### src/rtl/mem_access_stage_pkg.sv
// rtl/mem_access_stage_pkg.sv - encodings, FSM states and MEM/WB record type for the MEM stage
//   Shared by mem_access_stage and mem_access_stage_align; no ports.
package mem_access_stage_pkg;

  // MemRW_pype2 encodings
  localparam logic [1:0] MEMRW_NONE  = 2'b00;
  localparam logic [1:0] MEMRW_STORE = 2'b10;

  // MemtoReg_pype2 writeback select
  localparam logic [1:0] WBSEL_ALU = 2'b00;
  localparam logic [1:0] WBSEL_MEM = 2'b01;
  localparam logic [1:0] WBSEL_PC4 = 2'b10;

  // dsize_pype2 access size
  localparam logic [1:0] DSIZE_B = 2'b00;
  localparam logic [1:0] DSIZE_H = 2'b01;
  localparam logic [1:0] DSIZE_W = 2'b10;

  // Opcodes that can redirect fetch
  localparam logic [6:0] OPC_BRANCH = 7'b1100011;
  localparam logic [6:0] OPC_JAL    = 7'b1101111;
  localparam logic [6:0] OPC_JALR   = 7'b1100111;

  // Load funct3
  localparam logic [2:0] F3_LB  = 3'b000;
  localparam logic [2:0] F3_LH  = 3'b001;
  localparam logic [2:0] F3_LW  = 3'b010;
  localparam logic [2:0] F3_LBU = 3'b100;
  localparam logic [2:0] F3_LHU = 3'b101;

  // Branch funct3
  localparam logic [2:0] F3_BEQ  = 3'b000;
  localparam logic [2:0] F3_BNE  = 3'b001;
  localparam logic [2:0] F3_BLT  = 3'b100;
  localparam logic [2:0] F3_BGE  = 3'b101;
  localparam logic [2:0] F3_BLTU = 3'b110;
  localparam logic [2:0] F3_BGEU = 3'b111;

  typedef enum logic [1:0] {
    ST_IDLE = 2'd0,
    ST_WAIT = 2'd1,
    ST_HOLD = 2'd2
  } state_e;

  typedef struct packed {
    logic [31:0] data;
    logic [4:0]  wreg;
    logic        regwrite;
    logic [31:0] instr;
  } memwb_t;

endpackage

### src/rtl/mem_access_stage_align.sv
// rtl/mem_access_stage_align.sv - byte enables, store lane replication, load shift/extend, misalignment
//   i_is_mem     : a load or store is requested
//   i_addr_lo    : address bits [1:0]
//   i_dsize      : access size
//   i_funct3     : load funct3 (selects sign/zero extension)
//   i_wdata      : store data, zero-extended to access size
//   i_rdata      : raw memory read word
//   o_be         : byte enables
//   o_wdata      : lane-replicated store data
//   o_load_data  : aligned and extended load result
//   o_misalign   : access crosses its natural alignment
module mem_access_stage_align
  import mem_access_stage_pkg::*;
(
  input  logic        i_is_mem,
  input  logic [1:0]  i_addr_lo,
  input  logic [1:0]  i_dsize,
  input  logic [2:0]  i_funct3,
  input  logic [31:0] i_wdata,
  input  logic [31:0] i_rdata,
  output logic [3:0]  o_be,
  output logic [31:0] o_wdata,
  output logic [31:0] o_load_data,
  output logic        o_misalign
);

  logic [4:0]  w_shamt;
  logic [31:0] w_shifted;
  logic        w_is_half;
  logic        w_is_word;

  assign w_shamt   = {i_addr_lo, 3'b000};
  assign w_shifted = i_rdata >> w_shamt;
  assign w_is_half = (i_dsize == DSIZE_H);
  // The unused size code 11 is handled as a word access.
  assign w_is_word = !(i_dsize == DSIZE_B || w_is_half);

  assign o_misalign = i_is_mem &&
                      ((w_is_half && i_addr_lo[0]) || (w_is_word && (i_addr_lo != 2'b00)));

  always_comb begin
    o_be    = 4'b1111;
    o_wdata = i_wdata;
    case (i_dsize)
      DSIZE_B: begin
        o_be    = 4'b0001 << i_addr_lo;
        o_wdata = {4{i_wdata[7:0]}};
      end
      DSIZE_H: begin
        o_be    = 4'b0011 << i_addr_lo;
        o_wdata = {2{i_wdata[15:0]}};
      end
      DSIZE_W: begin
        o_be    = 4'b1111;
        o_wdata = i_wdata;
      end
      default: begin
        o_be    = 4'b1111;
        o_wdata = i_wdata;
      end
    endcase
  end

  always_comb begin
    o_load_data = w_shifted;
    case (i_funct3)
      F3_LB:   o_load_data = {{24{w_shifted[7]}}, w_shifted[7:0]};
      F3_LH:   o_load_data = {{16{w_shifted[15]}}, w_shifted[15:0]};
      F3_LBU:  o_load_data = {24'd0, w_shifted[7:0]};
      F3_LHU:  o_load_data = {16'd0, w_shifted[15:0]};
      F3_LW:   o_load_data = w_shifted;
      default: o_load_data = w_shifted;
    endcase
  end

endmodule

### src/rtl/mem_access_stage.sv
// rtl/mem_access_stage.sv - RV32I MEM stage: data-memory handshake, branch resolution, MEM/WB register
//   i_clk, i_rst          : clock, synchronous active-high reset
//   i_keep, i_nop         : MEM/WB freeze and flush
//   i_*_pype2             : EX/MEM pipeline register fields
//   o_dmem_*, i_dmem_*    : data-memory req/ack port
//   o_stall_mem           : freezes IF/ID/EX while an access is outstanding
//   o_branch_taken/target : fetch redirect
//   o_misalign, o_mem_fault : misaligned access, access timeout pulse
//   o_*_pype3             : MEM/WB pipeline register fields
module mem_access_stage
  import mem_access_stage_pkg::*;
#(
  parameter int WAIT_MAX = 15
) (
  input  logic        i_clk,
  input  logic        i_rst,
  input  logic        i_keep,
  input  logic        i_nop,
  input  logic [31:0] i_ALU_co_pype,
  input  logic [31:0] i_read_data2_pype2,
  input  logic [31:0] i_PCBranch_pype2,
  input  logic [31:0] i_PCp4_pype2,
  input  logic [4:0]  i_WReg_pype2,
  input  logic        i_RegWrite_pype2,
  input  logic [1:0]  i_MemtoReg_pype2,
  input  logic [1:0]  i_MemRW_pype2,
  input  logic [1:0]  i_dsize_pype2,
  input  logic [31:0] i_Instraction_pype2,
  output logic        o_dmem_req,
  output logic        o_dmem_we,
  output logic [31:0] o_dmem_addr,
  output logic [3:0]  o_dmem_be,
  output logic [31:0] o_dmem_wdata,
  input  logic [31:0] i_dmem_rdata,
  input  logic        i_dmem_ack,
  output logic        o_stall_mem,
  output logic        o_branch_taken,
  output logic [31:0] o_branch_target,
  output logic        o_misalign,
  output logic        o_mem_fault,
  output logic [31:0] o_WB_data_pype3,
  output logic [4:0]  o_WReg_pype3,
  output logic        o_RegWrite_pype3,
  output logic [31:0] o_Instraction_pype3
);

  localparam int CW = $clog2(WAIT_MAX + 1);
  localparam logic [CW-1:0] WAIT_LAST = CW'(WAIT_MAX);

  state_e        r_state;
  logic [CW-1:0] r_wait_cnt;
  memwb_t        r_memwb;
  memwb_t        r_buf;

  logic          w_is_mem;
  logic          w_memop;
  logic          w_misalign;
  logic [31:0]   w_load_data;
  logic [31:0]   w_wb_data;
  logic          w_stall;
  logic          w_timeout;
  logic          w_cond;
  logic          w_taken;
  logic [6:0]    w_opc;
  logic [2:0]    w_f3;
  memwb_t        w_new;

  assign w_opc    = i_Instraction_pype2[6:0];
  assign w_f3     = i_Instraction_pype2[14:12];
  assign w_is_mem = (i_MemRW_pype2 != MEMRW_NONE);
  assign w_memop  = w_is_mem && !w_misalign;

  mem_access_stage_align u_align (
    .i_is_mem    (w_is_mem),
    .i_addr_lo   (i_ALU_co_pype[1:0]),
    .i_dsize     (i_dsize_pype2),
    .i_funct3    (w_f3),
    .i_wdata     (i_read_data2_pype2),
    .i_rdata     (i_dmem_rdata),
    .o_be        (o_dmem_be),
    .o_wdata     (o_dmem_wdata),
    .o_load_data (w_load_data),
    .o_misalign  (w_misalign)
  );

  // Request is combinational so a reset mid-access drops it in the same cycle.
  always_comb begin
    o_dmem_req = 1'b0;
    case (r_state)
      ST_IDLE: o_dmem_req = w_memop;
      ST_WAIT: o_dmem_req = 1'b1;
      default: o_dmem_req = 1'b0;
    endcase
    if (i_rst) o_dmem_req = 1'b0;
  end

  assign o_dmem_we   = o_dmem_req && (i_MemRW_pype2 == MEMRW_STORE);
  assign o_dmem_addr = {i_ALU_co_pype[31:2], 2'b00};
  assign o_misalign  = w_misalign;

  assign w_stall = !i_rst &&
                   ((w_memop && !i_dmem_ack && (r_state != ST_HOLD)) || (r_state == ST_HOLD));
  assign o_stall_mem = w_stall;

  assign w_timeout   = !i_rst && (r_state == ST_WAIT) && !i_dmem_ack && (r_wait_cnt == WAIT_LAST);
  assign o_mem_fault = w_timeout;

  always_comb begin
    case (i_MemtoReg_pype2)
      WBSEL_ALU: w_wb_data = i_ALU_co_pype;
      WBSEL_MEM: w_wb_data = w_load_data;
      WBSEL_PC4: w_wb_data = i_PCp4_pype2;
      default:   w_wb_data = i_ALU_co_pype;
    endcase
  end

  assign w_new = '{data:     w_wb_data,
                   wreg:     i_WReg_pype2,
                   regwrite: i_RegWrite_pype2 && !w_misalign,
                   instr:    i_Instraction_pype2};

  // The execute stage leaves the comparison outcome in ALU bit 0 for the
  // relational branches and the full difference for BEQ/BNE.
  always_comb begin
    case (w_f3)
      F3_BEQ:  w_cond = (i_ALU_co_pype == 32'd0);
      F3_BNE:  w_cond = (i_ALU_co_pype != 32'd0);
      F3_BLT:  w_cond = i_ALU_co_pype[0];
      F3_BLTU: w_cond = i_ALU_co_pype[0];
      F3_BGE:  w_cond = !i_ALU_co_pype[0];
      F3_BGEU: w_cond = !i_ALU_co_pype[0];
      default: w_cond = 1'b0;
    endcase
    w_taken = 1'b0;
    if (w_opc == OPC_BRANCH) w_taken = w_cond;
    else if (w_opc == OPC_JAL || w_opc == OPC_JALR) w_taken = 1'b1;
    if (i_rst || w_stall) w_taken = 1'b0;
  end

  assign o_branch_taken  = w_taken;
  assign o_branch_target = i_PCBranch_pype2;

  always_ff @(posedge i_clk) begin
    if (i_rst) begin
      r_state    <= ST_IDLE;
      r_wait_cnt <= '0;
      r_memwb    <= '0;
      r_buf      <= '0;
    end else begin
      case (r_state)
        ST_IDLE: begin
          if (w_memop) begin
            if (i_dmem_ack) begin
              if (i_keep) begin
                r_buf   <= w_new;
                r_state <= ST_HOLD;
              end
            end else begin
              r_state    <= ST_WAIT;
              r_wait_cnt <= CW'(1);
            end
          end
        end
        ST_WAIT: begin
          if (i_dmem_ack) begin
            r_wait_cnt <= '0;
            if (i_keep) begin
              r_buf   <= w_new;
              r_state <= ST_HOLD;
            end else begin
              r_state <= ST_IDLE;
            end
          end else if (w_timeout) begin
            r_wait_cnt <= '0;
            r_state    <= ST_IDLE;
          end else begin
            r_wait_cnt <= r_wait_cnt + CW'(1);
          end
        end
        ST_HOLD: begin
          // The access already completed; only wait for the freeze to lift.
          if (!i_keep) r_state <= ST_IDLE;
        end
        default: r_state <= ST_IDLE;
      endcase

      // Timeout is checked before the stall hold: the failed access is
      // retired as a bubble even though the stall is still asserted.
      if (i_keep) begin
        r_memwb <= r_memwb;
      end else if (r_state == ST_HOLD) begin
        r_memwb <= i_nop ? '0 : r_buf;
      end else if (w_timeout) begin
        r_memwb <= '0;
      end else if (w_stall) begin
        r_memwb <= r_memwb;
      end else if (i_nop) begin
        r_memwb <= '0;
      end else begin
        r_memwb <= w_new;
      end
    end
  end

  assign o_WB_data_pype3     = r_memwb.data;
  assign o_WReg_pype3        = r_memwb.wreg;
  assign o_RegWrite_pype3    = r_memwb.regwrite;
  assign o_Instraction_pype3 = r_memwb.instr;

endmodule

### config.mk
export PLATFORM = sky130hd
export DESIGN_NAME = mem_access_stage
export DESIGN_NICKNAME = d
export VERILOG_FILES = /design/src/rtl/mem_access_stage_pkg.sv /design/src/rtl/mem_access_stage_align.sv /design/src/rtl/mem_access_stage.sv
export SDC_FILE = /design/constraint.sdc
export NUM_CORES = 1
export LEC_CHECK = 0
export BUFFER_PORTS_ARGS = -buffer_cell sky130_fd_sc_hd__buf_2
export CORE_AREA = 3 3 149 151
export DETAILED_ROUTE_END_ITERATION = 8
export DIE_AREA = 0 0 152 154
export GPL_TIMING_DRIVEN = 0
export PLACE_DENSITY = 0.74
export SETUP_SLACK_MARGIN = 0.5
export SLEW_MARGIN = 20
export SYNTH_ARGS = -nofsm -noshare
export SYNTH_HDL_FRONTEND = slang
export SYNTH_HIERARCHICAL = 1
export SYNTH_SLANG_ARGS = --single-unit
### constraint.sdc
create_clock -name i_clk -period 2.6 [get_ports i_clk]
set_input_delay 0.52 -clock i_clk [delete_from_list [all_inputs] [get_ports i_clk]]
set_output_delay 0.52 -clock i_clk [all_outputs]
set_load 0.005 [all_outputs]
==> flow_summary.ini <==
[yosys]
ys_async_sr_fraction = 0
ys_seq_area_frac = 0.3383
synth_edf_count = 0
syn_inst = 1018
yosys.area.top_type = dfxtp_1
ys_warn_count = 6
synthesis.area_mm2 = 0.008641
synth_top_area_frac = 0.3383
ys_ff_latch = 146
synthFlopType = dfxtp_1
synth_cell_types = 57
syn_avg_cell_area_um2 = 8.488
synth.area.top_cells = dfxtp_1 (34%), o2bb2ai_2 (10%), nand2_1 (8.8%), a21oi_1 (6.5%), buf_4 (6.4%)

[global_routing]
grt_pass1_wl_mm = 49.68
grt_overflow_total = 0
grt_usage = 0.2660
antenna_found_initial = 2
grt_pass1_vias = 8885
grt_max_degree = 17

[timing]
post-route-min-period_ns = 2.742
max_freq_mhz = 364.6
clock_skew_ns = 0.006805
period_share = 1.055
setup_violations = 3
relSlewSlack = 0.5714
postLayoutSetupSlackWorst_ns = -0.1425
grt_setup_unrepaired = true
slew_violations = 0
tightest_slew_ns = 0.6428
hold_violations = 0

[power]
power_frac_comb = 0.228
switchingPower_uw = 1785
peakVddDrop_uv = 470.1
powerDensity_mw_per_mm2 = 526.3
seqPwrFrac = 0.382
clockPowerShare = 0.390
p_int_uw = 4475
p_leak_uw = 0.005272
p_sw_frac = 0.2851

[worst_hold_path]
hold_path.class = input port to register

[cts]
htreeDepth = 4
numCtsBuffers = 17
clk_path_buf_depth = 2
clock_sinks = 146
path_clk_slew_ns = 0.06
root_buffer = clkbuf_16
insertion_delay_ns = 0.42
cts_tree = done
postCtsHoldBufs = 0

[cells_and_area]
layout_commonest_cell = buf_2
synthToLayoutAreaGrowth_pct = 37.63
finalNonFillerCells = 1695
nNetsFinal = 1618
drive_above_1_share = 0.4729
fin_util = 0.5675
final_cell_mix = buf_2 (352), nand2_1 (201), dfxtp_1 (144), a21oi_1 (112), buf_4 (94)
fillers = 1911

[floorplan]
rows = 53
die_x_um = 152
die_area_mm2 = 0.02341
io_pins = 385
initial_core_util = 0.4123
die_height_um = 154
core-area_mm2 = 0.02096

[route]
drc = 0
avgRoutedWirePerCell_um = 19.58
vias = 9103
first_iter_violations = 566
first_pass_iters = 6
ant_nets = 0
drt-total-wl_mm = 33.19
viasPerCell = 5.371

[place]
post-place-ws_ns = -0.8550
portBuffers = 349
routabilityCongestion = 0.9142
dp_cells = 1643
dp_hpwl_mm = 26.29

[setup_path]
cp_cell_sequence = buf_8 -> buf_6 -> buf_6 -> clkbuf_16 -> nand2_4 -> a21boi_4 -> o21bai_4 -> o211ai_1 -> buf_4 -> a2111oi_2 -> mux2i_1 -> o41ai_2 -> buf_2
slowest_stage = mux2i_1
cp-end-kind = primary output
cpPeakStageDelay_ns = 0.28
required_ns = 2.08
start_kind = input port
critPathBufInv = 6
path_class = input port to primary output
cp.arrival_ns = 2.22
crit_top_cell = buf_6
path_delay_family = buffers and inverters
path_max_fanout = 2

[run]
max_cap_viol_count = 0

[run_status]
violations = negative setup slack
outcome = complete, but fails checks
synth_stat cells (8+ instances only):
cell type and number:
buf_6 20, o2bb2ai_2 60, and2_1 8, clkbuf_1 44, o21ai_0 54, a22oi_1 64
buf_4 74, dfxtp_1 146, a21oi_1 113, mux2_2 16, nor2_1 17, nor4_1 8
a211oi_1 10, nand2_1 202, buf_2 16, and3_1 37, a21oi_2 19, mux2i_1 25
nor2b_1 10, o2bb2ai_1 10
worst paths after layout:
check	from	endpoint	slack [ns]	depth (start not counted)
setup / recovery	i_ALU_co_pype[1]	o_branch_taken	-0.14	13
setup reg to reg	r_wait_cnt[0]	o_WB_data_pype3[16]	0.37	8
hold / removal	i_Instraction_pype2[17]	r_buf[17]	0.34	3
hold reg to reg	r_buf[30]	r_buf[30]	0.45	2
tightest hold or removal path, delay by kind of cell:
family	cells	cell delay [ns]
buffers and inverters	1	0.10
and+or+nand+nor	1	0.05
AOI/OAI and AO/OA	1	0.05
power groups by stage:
stage	Combinational, uW	Clock [uW]	Sequential [uW]
detailed placement	1320	0	2440
floorplan	754	0	2430
global route	1530	2560	2400
CTS	1360	2460	2390
global placement	1300	0	2430
finish	1430	2440	2390
routing by layer:
metal,up-vias,global-route usage,part of all wire
li1,4355,-,-
met1,4299,0.3317,0.41
met2,381,0.4519,0.49
met3,68,0.05376,0.066
met4,0,0.1053,0.038
met5,-,0,0
kinds of logic (layout without fill, tap and decap cells):
kind of cell,after synthesis,count (layout),share of synthesized area
AOI/OAI and AO/OA,350,350,0.3158
and+or+nand+nor,310,310,0.1644
buffers and inverters,166,566,0.1240
DFF,146,146,0.3383
muxes,42,42,0.05285
adders and majority gates,3,3,0.004345
other,1,3,0.0004340
state kept, by name, summed over array words and instances, names as in the netlist:
register             cells
o_Instraction_pype3     32
o_WB_data_pype3         32
r_state                  2
o_WReg_pype3             5
r_buf                   70
o_RegWrite_pype3         1
r_wait_cnt               4
cell type report:
class / instances / area [um2] / share of cell area
Antenna cell: 1 / 2.502 / 0.0002104
Buffer: 158 / 1169 / 0.09826
Clock buffer: 24 / 491.7 / 0.04135
Clock inverter: 8 / 101.3 / 0.008522
Inverter: 8 / 32.53 / 0.002735
Multi-Input combinational cell: 707 / 4877 / 0.4101
Sequential cell: 146 / 2930 / 0.2464
Tap cell: 275 / 344.1 / 0.02893
Timing Repair Buffer: 368 / 1944 / 0.1635
repair_timing:
action | 4_1_cts | 5_1_grt
gates resized for setup | 36 | 62
endpoints found under the setup margin | 159 | 158
buffers inserted | 13 | 6
pin swaps | 5 | 27
hold endpoints to repair | 0 | 0
through the flow:
stage / area (um2) / total power [uW] / hold slack [ns] / TNS [ns]
after floorplan: 8753 / 3187 / 0.4367 / 0
after global placement: 10840 / 3731 / 0.4416 / -47.34
after detailed placement: 10840 / 3751 / 0.4467 / -50.99
after CTS: 11670 / 6212 / 0.3291 / -0.3782
after global routing: 11890 / 6500 / 0.3414 / -0.5172
final: 11890 / 6260 / 0.3432 / -0.2591
(Power assumes the default switching activity.)
